## src/rtl/fifo_axis_frame_tx.sv

```systemverilog
// Drains a show-ahead FIFO into framed AXI-Stream beats of a programmable length.
// One output register gives one beat per cycle while m_tready stays high.
module fifo_axis_frame_tx #(
    parameter int DATA_WIDTH = 32,
    parameter int LEN_WIDTH  = 16,
    parameter int CNT_WIDTH  = 16
) (
    input  logic                  clk,
    input  logic                  rst,
    input  logic                  start,
    input  logic [LEN_WIDTH-1:0]  frame_len,
    input  logic [DATA_WIDTH-1:0] fifo_data,
    input  logic                  fifo_empty,
    output logic                  fifo_rd_en,
    output logic                  m_tvalid,
    output logic [DATA_WIDTH-1:0] m_tdata,
    output logic                  m_tlast,
    input  logic                  m_tready,
    output logic                  busy,
    output logic                  done,
    output logic [CNT_WIDTH-1:0]  frame_cnt
);

    typedef enum logic [1:0] {S_IDLE, S_RUN, S_DONE} state_t;

    localparam logic [LEN_WIDTH-1:0] LEN_ONE = LEN_WIDTH'(1);
    localparam logic [CNT_WIDTH-1:0] CNT_ONE = CNT_WIDTH'(1);

    state_t               state, state_nxt;
    logic [LEN_WIDTH-1:0] len_q;
    logic [LEN_WIDTH-1:0] issued;
    logic [LEN_WIDTH-1:0] sent;
    logic                 xfer;

    assign xfer = m_tvalid & m_tready;

    always_comb begin
        state_nxt  = state;
        fifo_rd_en = 1'b0;
        busy       = (state != S_IDLE);
        done       = (state == S_DONE);
        case (state)
            S_IDLE: begin
                if (start) begin
                    state_nxt = (frame_len != '0) ? S_RUN : S_DONE;
                end
            end
            S_RUN: begin
                // A pop may only refill the output register if it is empty or draining now.
                fifo_rd_en = !fifo_empty && (issued != len_q) && (!m_tvalid || m_tready);
                if (xfer && m_tlast) begin
                    state_nxt = S_DONE;
                end
            end
            S_DONE: begin
                state_nxt = S_IDLE;
            end
            default: begin
                state_nxt = S_IDLE;
            end
        endcase
    end

    always_ff @(posedge clk) begin
        if (rst) begin
            state     <= S_IDLE;
            len_q     <= '0;
            issued    <= '0;
            sent      <= '0;
            m_tvalid  <= 1'b0;
            m_tdata   <= '0;
            m_tlast   <= 1'b0;
            frame_cnt <= '0;
        end else begin
            state <= state_nxt;
            if (state == S_IDLE && start && frame_len != '0) begin
                len_q  <= frame_len;
                issued <= '0;
                sent   <= '0;
            end
            // Pop and drain in the same cycle simply reloads the register.
            if (fifo_rd_en) begin
                m_tdata  <= fifo_data;
                m_tvalid <= 1'b1;
                m_tlast  <= (issued == len_q - LEN_ONE);
                issued   <= issued + LEN_ONE;
            end else if (xfer) begin
                m_tvalid <= 1'b0;
                m_tlast  <= 1'b0;
            end
            if (xfer) begin
                sent <= sent + LEN_ONE;
            end
            if (state == S_DONE) begin
                frame_cnt <= frame_cnt + CNT_ONE;
            end
        end
    end

endmodule

```

## config.mk

```make
export PLATFORM = sky130hd
export DESIGN_NAME = fifo_axis_frame_tx
export DESIGN_NICKNAME = d
export VERILOG_FILES = /design/src/rtl/fifo_axis_frame_tx.sv
export SDC_FILE = /design/constraint.sdc
export NUM_CORES = 1
export LEC_CHECK = 0
export BUFFER_PORTS_ARGS = -buffer_cell sky130_fd_sc_hd__buf_4
export CORE_AREA = 2 2 82 92
export CTS_BUF_LIST = sky130_fd_sc_hd__clkbuf_8
export DETAILED_ROUTE_END_ITERATION = 6
export DIE_AREA = 0 0 84 94
export GPL_TIMING_DRIVEN = 0
export HOLD_SLACK_MARGIN = 0.02
export PLACE_DENSITY = 0.93
export SLEW_MARGIN = 20
export SYNTH_ARGS = -nofsm -noshare
export SYNTH_HDL_FRONTEND = slang
export SYNTH_SLANG_ARGS = --single-unit
```

## constraint.sdc

```tcl
create_clock -name clk -period 5.4 [get_ports clk]
set_input_delay 1.08 -clock clk [delete_from_list [all_inputs] [get_ports clk]]
set_output_delay 1.08 -clock clk [all_outputs]
set_load 0.005 [all_outputs]
```

==> Word-level counts from Yosys, hierarchy flattened <==
Cells that the tools add are included.
{ "classes": {"mux": 10, "add_sub_neg": 3, "reduce_logical": 14, "n_eq_ne": 6, "bitwise_logic": 1} }
{ "op_table": {"columns": ["operator", "n"], "rows": [
  ["16-bit by 1-bit adder with 16-bit output, second input constant", 2],
  ["16-bit two-way mux", 2],
  ["16-bit == test", 1],
  ["16-bit inequality test", 1],
  ["16-bit nonzero test", 1],
  ["16-bit by 1-bit subtractor with 16-bit output, second input constant", 1],
  ["2-bit two-way mux", 3],
  ["2-bit nonzero test", 3],
  ["1-bit logical AND", 5],
  ["1-bit two-way mux", 4],
  ["2-bit inequality test, second input constant", 2],
  ["2-bit one-hot mux with 2 select lines", 1],
  ["2-bit by 1-bit == test with 1-bit output, second input constant", 1],
  ["2-bit == test, second input constant", 1],
  ["1-bit zero test", 2],
  ["2-bit zero test", 1],
  ["2-bit AND reduction", 1],
  ["1-bit bitwise AND", 1],
  ["1-bit logical OR", 1]
]} }
{ "totals": {"wordCells": 41, "inputBits": 53, "out_inout_bits": 53, "regBits": 84} }

==> Longest topological paths before layout <==
Gate-level depths: netlist of run 1.
{ "depth": {"word_depth": 5, "mapped_depth": 10, "ltp_nobuf": 8} }

==> Worst setup path after synthesis of run 1 <==
Ideal clock, no wire load.
{ "synth_path": {"path_kind": "input-to-output", "start": "input m_tready", "end": "output fifo_rd_en", "stages": 5, "slack_ns": 2.343, "arrival_time_ns": 1.977, "n_path_buf": 1, "required_ns": 4.320, "cell_sequence": "nor2b_1 > or3_1 > a21o_4 > inv_2 > buf_2"} }
{ "synth_via": {"elab_chain_len": 3} }
{ "synth_rtl": {"columns": ["element", "line_no", "rtl"], "rows": [
  ["from (decl)", "18", "input logic m_tready,"],
  ["1-bit logical OR", "50", "fifo_rd_en = !fifo_empty && (issued != len_q) && (!m_tvalid || m_tready);"],
  ["1-bit logical AND", "50", null],
  ["1-bit two-way mux", "42", "case (state)"],
  ["to (decl)", "14", "output logic fifo_rd_en,"]
]} }
Every way passes these cells.

==> Final worst setup path of run 1 <==
{ "layout_path": {"start": "register issued[8]", "end": "output fifo_rd_en"} }
{ "layout_via": {"elab_chain_len": 4} }
{ "layout_rtl": {"columns": ["element", "line_no", "rtl"], "rows": [
  ["from (decl)", "31", "logic [LEN_WIDTH-1:0] issued;"],
  ["from (signal assigned)", "86", "issued <= issued + LEN_ONE;"],
  ["16-bit inequality test", "50", null],
  ["1-bit logical AND (2 in series)", "50", null],
  ["1-bit two-way mux", "42", null]
]} }
Every way passes these cells.

==> results of run 1 <==
## state kept, by name, indices dropped and copies added, names as in the netlist
signal     count
m_tdata       32
state          2
m_tvalid       1
issued        16
len_q         16
frame_cnt     16
m_tlast        1
## logic make-up (layout without fill, tap and decap cells)
logic type | Yosys count | count (layout) | synth area share, %
multiplexers | 38 | 38 | 9.54
adder cells (fa/ha/maj) | 3 | 3 | 0.932
buffers and inverters | 37 | 157 | 4.22
XOR/XNOR | 38 | 38 | 8.26
AND/OR/NAND/NOR | 211 | 211 | 26.4
flip-flops | 84 | 84 | 41.8
AO/OA/AOI/OAI | 56 | 56 | 8.88
## placed cells by master (no fill, tap or decap), types with 3 or more instances in the layout
| cell type | count |
|---|---|
| sky130_fd_sc_hd__buf_2 | 4 |
| sky130_fd_sc_hd__inv_1 | 6 |
| sky130_fd_sc_hd__a31oi_1 | 5 |
| sky130_fd_sc_hd__nor2_1 | 64 |
| sky130_fd_sc_hd__or3_1 | 5 |
| sky130_fd_sc_hd__ha_1 | 3 |
| sky130_fd_sc_hd__nor4_1 | 6 |
| sky130_fd_sc_hd__nand2_1 | 45 |
| sky130_fd_sc_hd__dfxtp_1 | 84 |
| sky130_fd_sc_hd__a21oi_1 | 28 |
| sky130_fd_sc_hd__a2111oi_0 | 3 |
| sky130_fd_sc_hd__o21ai_0 | 5 |
| sky130_fd_sc_hd__nor4b_1 | 3 |
| sky130_fd_sc_hd__nand2b_1 | 7 |
| sky130_fd_sc_hd__buf_4 | 105 |
| sky130_fd_sc_hd__nor2b_1 | 7 |
| sky130_fd_sc_hd__xnor2_1 | 15 |
| sky130_fd_sc_hd__xor2_1 | 23 |
| sky130_fd_sc_hd__nand4_1 | 7 |
| sky130_fd_sc_hd__clkbuf_8 | 10 |
| sky130_fd_sc_hd__and3_1 | 4 |
| sky130_fd_sc_hd__mux2i_1 | 35 |
| sky130_fd_sc_hd__o31ai_1 | 3 |
| sky130_fd_sc_hd__and4_1 | 4 |
| sky130_fd_sc_hd__a311oi_1 | 3 |
| sky130_fd_sc_hd__nand3_1 | 29 |
| sky130_fd_sc_hd__clkbuf_1 | 21 |
| sky130_fd_sc_hd__nand3b_1 | 4 |
| sky130_fd_sc_hd__nor3_1 | 12 |
| sky130_fd_sc_hd__buf_6 | 3 |
## through the flow
stage	hold WS (ns)	cell area, um2
2_1_floorplan	0.429	4030
3_3_place_gp	0.443	4910
3_5_place_dp	0.462	4910
4_1_cts	0.493	5130
5_1_grt	0.537	5130
6_report	0.491	5130
## report_power, final
part	switching, mW	internal, mW
registers	0.0180	0.642
clock network	0.257	0.237
logic	0.134	0.117
total	0.410	0.996
## area by class of cell
cell class                      count  area, um2
Buffer                             30        144
Clock buffer                       10        138
Clock inverter                      6       78.8
Fill cell                         481       1800
Inverter                            7       26.3
Multi-Input combinational cell    346       2180
Sequential cell                    84       1680
Tap cell                           85        106
Timing Repair Buffer              104        781
## final timing paths
| check | from | endpoint | slack, ns | cells past startpoint |
|---|---|---|---|---|
| min | len_q[15]$_SDFFE_PP0P_ | len_q[15]$_SDFFE_PP0P_ | 0.49 | 2 |
| min reg2reg | len_q[15]$_SDFFE_PP0P_ | len_q[15]$_SDFFE_PP0P_ | 0.49 | 2 |
| max | issued[8]$_SDFFE_PP0P_ | fifo_rd_en | 1.73 | 7 |
| max reg2reg | len_q[2]$_SDFFE_PP0P_ | m_tlast$_SDFFE_PP0P_ | 2.77 | 7 |
## metal layers
| layer | share of wire [%] | vias to the layer above | routed length, um |
|---|---|---|---|
| met1 | 37 | 1865 | 4280 |
| met2 | 52 | 221 | 6080 |
| li1 | - | 1862 | - |
| met3 | 8.0 | 42 | 931 |
| met4 | 3.4 | 0 | 398 |
| met5 | 0 | - | 0 |
## critical path, stage by stage (launching register included)
cell,delay [ns]
sky130_fd_sc_hd__dfxtp_1,0.46
sky130_fd_sc_hd__xor2_1,0.17
sky130_fd_sc_hd__or4_4,0.56
sky130_fd_sc_hd__nor4_4,0.40
sky130_fd_sc_hd__a21o_4,0.20
sky130_fd_sc_hd__inv_2,0.07
sky130_fd_sc_hd__buf_2,0.20
sky130_fd_sc_hd__buf_4,0.16
==> implementation parameters, run 1 <==
Parameter                              Value

Place
  Placed insts ... 656
  Worst setup slack after placement ... 1.96 ns
  Port Buf Inserts ... about 100
  Last weighted congestion value of the routability-driven placer ... 0.908
  Half-perimeter wire length after placement ... 8470 um

Yosys
  Post-Syn Area ... about 4000 um2
  Area fraction of the dominant cell type after synthesis ... between 40% and 50%
  Number of warnings printed during yosys synthesis ... 0
  Cell taking the most area after synthesis ... sky130_fd_sc_hd__dfxtp_1
  Sequential-to-total area share from yosys stat ... roughly two fifths
  Dominant cells by area after synthesis ... sky130_fd_sc_hd__dfxtp_1, sky130_fd_sc_hd__mux2i_1, sky130_fd_sc_hd__nor2_1, sky130_fd_sc_hd__xor2_1, sky130_fd_sc_hd__nand2_1
  Most frequent cells after synthesis ... sky130_fd_sc_hd__dfxtp_1, sky130_fd_sc_hd__nor2_1, sky130_fd_sc_hd__nand2_1
  Nets in the synthesized netlist ... between 500 and 600
  Number of flip-flops and latches in the synthesized netlist ... between 80 and 90
  Average footprint of a synthesized cell ... around 8.6 um2
  Most numerous cell in the Yosys netlist ... sky130_fd_sc_hd__dfxtp_1
  Number of distinct standard cells referenced by the synthesized netlist ... 50
  Synth Instances ... 467
  Number of synthesized flops with an enable pin ... 0
  Post-synth ARST share ... 0%
  Predominant post-synthesis flop cell ... sky130_fd_sc_hd__dfxtp_1

Clock network
  Post-cts hold buffer count ... 0
  Reg clk slew, reported paths ... 0.09 ns
  # Post-CTS Setup Buffers ... 0
  Clock tree from TritonCTS ... yes
  Clock buffer depth ... 2
  Clock latency at the later pin of the worst-skew pair ... 0.37 ns
  Inserted Clock Buffers ... 9
  Root Driver ... sky130_fd_sc_hd__clkbuf_8
  Post-CTS Resized ... 0
  Number of H-tree levels ... 3
  Sinks on the clock net ... 84

Global routing
  Met1 layer usage reported by global route ... 32.0%
  Remaining Overflow, GRT ... 0
  Maximum number of pins on one net before global-route repair ... 17
  Total global-route track usage ... 29.3%
  Met2 track demand over resource ... between 50 and 60%
  Wire length of the first global-routing pass ... ~18000 um
  GR met3 Demand/Resource ... roughly 6.5%
  Number of global-route vias before repair ... 3963
  Initial antenna violation count ... 0
  Layer with the highest usage ... met2

Route
  Routed WL per cell ... 17.4 um
  Vias/cell ... 5.94
  DR pass1 iterations ... 6
  Final wirelength ... 11700 um
  Remaining design rule violation count ... 0
  Remaining number of nets flagged by the antenna check after routing ... 0
  Routed vias ... 3990
  Number of DRC violations after detailed-routing iteration 0 ... 302

Timing
  Setup violators final ... 0
  Min setup slack post-route ... 1.73 ns
  Final total negative setup slack ... 0 ns
  Clock Skews ... 0.00713 ns
  Number of hold-slack violations in the final timing report ... 0
  Post-layout minimum cycle time ... 3.67 ns
  Max Freq ... between 0.2 and 0.3 GHz
  RSZ-0062 raised after global routing ... false
  Fin. max-slew vios ... 0
  Slew headroom ... 58.7%
  Actual transition at the worst max-transition pin ... around 0.61 ns
  Period utilisation layout ... 67.9%

Worst setup path
  Worst Path Max Fanout ... 10
  Worst Path Arrival ... 2.59 ns
  Type of element capturing the critical path ... output pin
  Startpoint Class ... flip-flop
  Critical Path RT ... 4.32 ns
  WS Path Type ... flip-flop to output pin

Cells and area
  Antenna fix cells ... 0
  Net total in the final layout ... 638
  Proportion of layout cells with a drive suffix above 1 ... between 20% and 30%
  Fin cells ... 672
  End-of-flow core utilization ... 74.1%
  Post-synthesis to final-layout area growth ... 27.4%

Power
  Power density normalized to cell area ... 274 nW/um2
  Leakage component of the power ... 2.10 nW
  Total power consumption of the routed design ... between 1 and 1.5 mW
  Maximum ir drop on the vdd rail ... roughly 0.00023 V

Die
  Initial Utilization ... 58.1%
  Die width ... 84 um
  Core box area ... 6930 um2
  Total Die Area ... 7900 um2
  Ports placed on the boundary ... 106
  Placement row count ... 32
  Height of the die ... 94 um

Hold path
  Worst hold-check path type ... flip-flop to flip-flop

Run status
  Result of the run ... completed

Run
  Max-cap violations ... 0
No activity file was read; power rests on OpenSTA's default activity.
==> run 2: changes to the inputs <==
Settings changed: CORE_AREA 2 2 82 92 to 2 2 85 95, DIE_AREA 0 0 84 94 to 0 0 87 97, PLACE_DENSITY 0.93 to 0.88.
Clock period 5.4 ns to 3.4 ns, I/O delays scaled along.
==> run 2 against run 1 <==
Effect of this change:
- critical path depth did not move
- critical endpoint unchanged
- critical path type unchanged
- wire length is 10% lower
- sequential power grew 59%
- first-iteration DRC count shrank 7.9%
==> implementation parameters, run 2 (synthesized netlist as in run 1, its figures left out) <==
Parameter                              Value

Worst setup path
  Type of element capturing the critical path ... output pin
  Startpoint Class ... flip-flop
  WS Path Type ... flip-flop to output pin
  Register-to-register path setup slack ... 0.77 ns (-2.00 ns)
  Critical Path RT ... 2.72 ns (-1.60 ns)
  Capture instance of the worst register-to-register path ... m_tlast$_SDFFE_PP0P_
  Worst Path Arrival ... 2.58 ns (about the same)
  Worst Path Max Fanout ... 10 (unchanged)
  Worst R2R Start ... len_q[2]$_SDFFE_PP0P_
  R2r worst-path depth ... 7 (unchanged)

Cells and area
  Fill cell total of the finished layout ... 569 (+18%)
  Antenna fix cells ... 0 (unchanged)
  Most frequent standard cell in the layout excluding fill and tap cells ... sky130_fd_sc_hd__buf_4
  Net total in the final layout ... 639 (+0.16%)
  Proportion of layout cells with a drive suffix above 1 ... 23.6% (+0.13 points)
  Max reg flops ... 32 (unchanged)
  Register name with the most flops ... m_tdata
  Post-synthesis to final-layout area growth ... 26.8%
  Fin area ... 5110 um2 (-0.49%)
  Highest-count cells in the layout ignoring fill and taps ... sky130_fd_sc_hd__buf_4, sky130_fd_sc_hd__dfxtp_1, sky130_fd_sc_hd__nor2_1

Route
  Remaining number of nets flagged by the antenna check after routing ... 0 (unchanged)
  Final wirelength ... 10500 um (-10%)
  Remaining design rule violation count ... 0 (unchanged)
  Number of DRC violations after detailed-routing iteration 0 ... 278 (-7.9%)
  Routed WL per cell ... 15.5 um (-11%)
  DR pass1 iterations ... 6 (unchanged)
  Vias/cell ... 5.60 (-5.6%)
  Routed vias ... 3783 (-5.2%)

Timing
  Clock Skews ... 0.0108 ns (+0.00365 ns)
  Max Freq ... 0.307 GHz
  Min setup slack post-route ... 0.138 ns (-1.59 ns)
  Worst hold margin ... 0.497 ns (+0.00600 ns)
  Post-layout minimum cycle time ... 3.26 ns
  Actual transition at the worst max-transition pin ... 0.646 ns (+0.0311 ns)
  Final total negative setup slack ... 0 ns (unchanged)
  Number of hold-slack violations in the final timing report ... 0 (unchanged)
  RSZ-0062 raised after global routing ... false
  Slew headroom ... 56.6% (-2.1 points)
  Period utilisation layout ... 95.9%
  Fin. max-slew vios ... 0 (unchanged)
  Setup violators final ... 0 (unchanged)

Run
  Max-cap violations ... 0 (unchanged)

Power
  Total power consumption of the routed design ... 2.11 mW (+50%)
  Power density normalized to cell area ... 414 nW/um2 (+51%)
  Leakage component of the power ... 2.08 nW (-0.85%)
  Maximum ir drop on the vdd rail ... 0.000256 V (+9.6%)

Place
  Last weighted congestion value of the routability-driven placer ... 0.977 (+7.6%)
  Area of placed instances ... 4920 um2 (about the same)
  Half-perimeter wire length after placement ... 7820 um (-7.7%)
  Port Buf Inserts ... 104 (unchanged)
  Worst setup slack after placement ... 0.521 ns (-1.43 ns)

Clock network
  Number of H-tree levels ... 3 (unchanged)
  Root Driver ... sky130_fd_sc_hd__clkbuf_8
  Clock latency at the later pin of the worst-skew pair ... 0.36 ns (about the same)
  Inserted Clock Buffers ... 9 (unchanged)
  Reg clk slew, reported paths ... 0.09 ns (about the same)
  Clock buffer depth ... 2 (unchanged)
  Clock tree from TritonCTS ... yes
  Sinks on the clock net ... 84 (unchanged)

Hold path
  Worst hold path endpoint ... state[1]$_SDFFE_PP0P_
  Worst hold-check path type ... flip-flop to flip-flop
  Worst hold path startpoint ... state[1]$_SDFFE_PP0P_
  Number of stages on the worst hold path ... 1 (-1)

Global routing
  Initial antenna violation count ... 0 (unchanged)
  Number of global-route vias before repair ... 3752 (-5.3%)
  Maximum number of pins on one net before global-route repair ... 17 (unchanged)
  Total global-route track usage ... 25.6% (-3.7 points)
  Wire length of the first global-routing pass ... 17500 um (-5.3%)
  Remaining Overflow, GRT ... 0 (unchanged)

Die
  Total Die Area ... 8440 um2 (+6.9%)
  Initial Utilization ... 54.5% (-3.7 points)
  Core box area ... 7390 um2 (+6.7%)
  Ports placed on the boundary ... 106 (unchanged)
  Height of the die ... 97 um (+3.2%)
  Placement row count ... 33 (+3.1%)
  Die width ... 87 um (+3.6%)

Run status
  Result of the run ... completed
[run 2: cell types whose count changed in the layout (fill, tap and decap cells not counted)]
| cell | change |
|---|---|
| sky130_fd_sc_hd__buf_4 | +1 |
| sky130_fd_sc_hd__bufinv_16 | -1 |
| sky130_fd_sc_hd__clkbuf_8 | -1 |
| sky130_fd_sc_hd__clkinv_2 | +1 |
| sky130_fd_sc_hd__clkinv_4 | -1 |
| sky130_fd_sc_hd__clkinvlp_4 | +2 |
| sky130_fd_sc_hd__inv_6 | +1 |
| sky130_fd_sc_hd__inv_8 | -1 |
[run 2: per-stage QoR]
stage	utilization [%]	cells
final	69.1	675
after global placement	66.5	658
after global routing	69.1	675
after detailed placement	66.5	658
after CTS	69.0	674
after floorplan	-	467
[run 2: per-layer routing]
layer	GRT usage (%)	share of wire, %	wire length (um)	vias to the layer above
met5	0	0	0	-
li1	-	-	-	1858
met1	30.8	40	4190	1763
met3	5.72	6.2	653	22
met2	43.7	51	5400	140
met4	9.98	2.4	247	0
[run 2: final cells by class]
class | count | area, um2 | share of cell area, %
clock buffers | 9 | 124 | 2.43
multi-input cells | 346 | 2180 | 42.6
well taps | 87 | 109 | 2.13
clock inverters | 7 | 57.6 | 1.13
inverters | 7 | 26.3 | 0.515
plain buffers | 30 | 144 | 2.82
repair buffers | 105 | 788 | 15.4
flip-flops and latches | 84 | 1680 | 32.9
[run 2: power by group]
| group | internal (mW) | total [mW] | switching [mW] |
|---|---|---|---|
| registers | 1.02 | 1.05 | 0.0274 |
| clock network | 0.277 | 0.674 | 0.398 |
| logic | 0.188 | 0.393 | 0.205 |
[run 2: worst max-delay path: stages, from the launching register on]
cell and delay (ns):
sky130_fd_sc_hd__dfxtp_1 0.46, sky130_fd_sc_hd__xor2_1 0.18, sky130_fd_sc_hd__or4_4 0.56, sky130_fd_sc_hd__nor4_4 0.39, sky130_fd_sc_hd__a21o_4 0.20, sky130_fd_sc_hd__inv_2 0.08
sky130_fd_sc_hd__buf_2 0.19, sky130_fd_sc_hd__buf_4 0.15
[run 2: worst max-delay path by stage]
| stage | start | end | slack [ns] | depth (start not counted) |
|---|---|---|---|---|
| 4_1_cts | issued[8]$_SDFFE_PP0P_ | fifo_rd_en | 0.10 | 7 |
| 3_3_place_gp | issued[8]$_SDFFE_PP0P_ | fifo_rd_en | 0.54 | 7 |
| 2_1_floorplan | issued[4]$_SDFFE_PP0P_ | fifo_rd_en | 0.94 | 6 |
| 3_5_place_dp | issued[8]$_SDFFE_PP0P_ | fifo_rd_en | 0.52 | 7 |
| 5_1_grt | issued[8]$_SDFFE_PP0P_ | fifo_rd_en | 0.04 | 7 |
| 6_report | issued[8]$_SDFFE_PP0P_ | fifo_rd_en | 0.14 | 7 |
[run 2: what timing repair did]
action | CTS | global route
buffers inserted | 0 | 1
endpoints found under the setup margin | 0 | 1
hold buffers | 0 | 0
resized for setup | 0 | 0
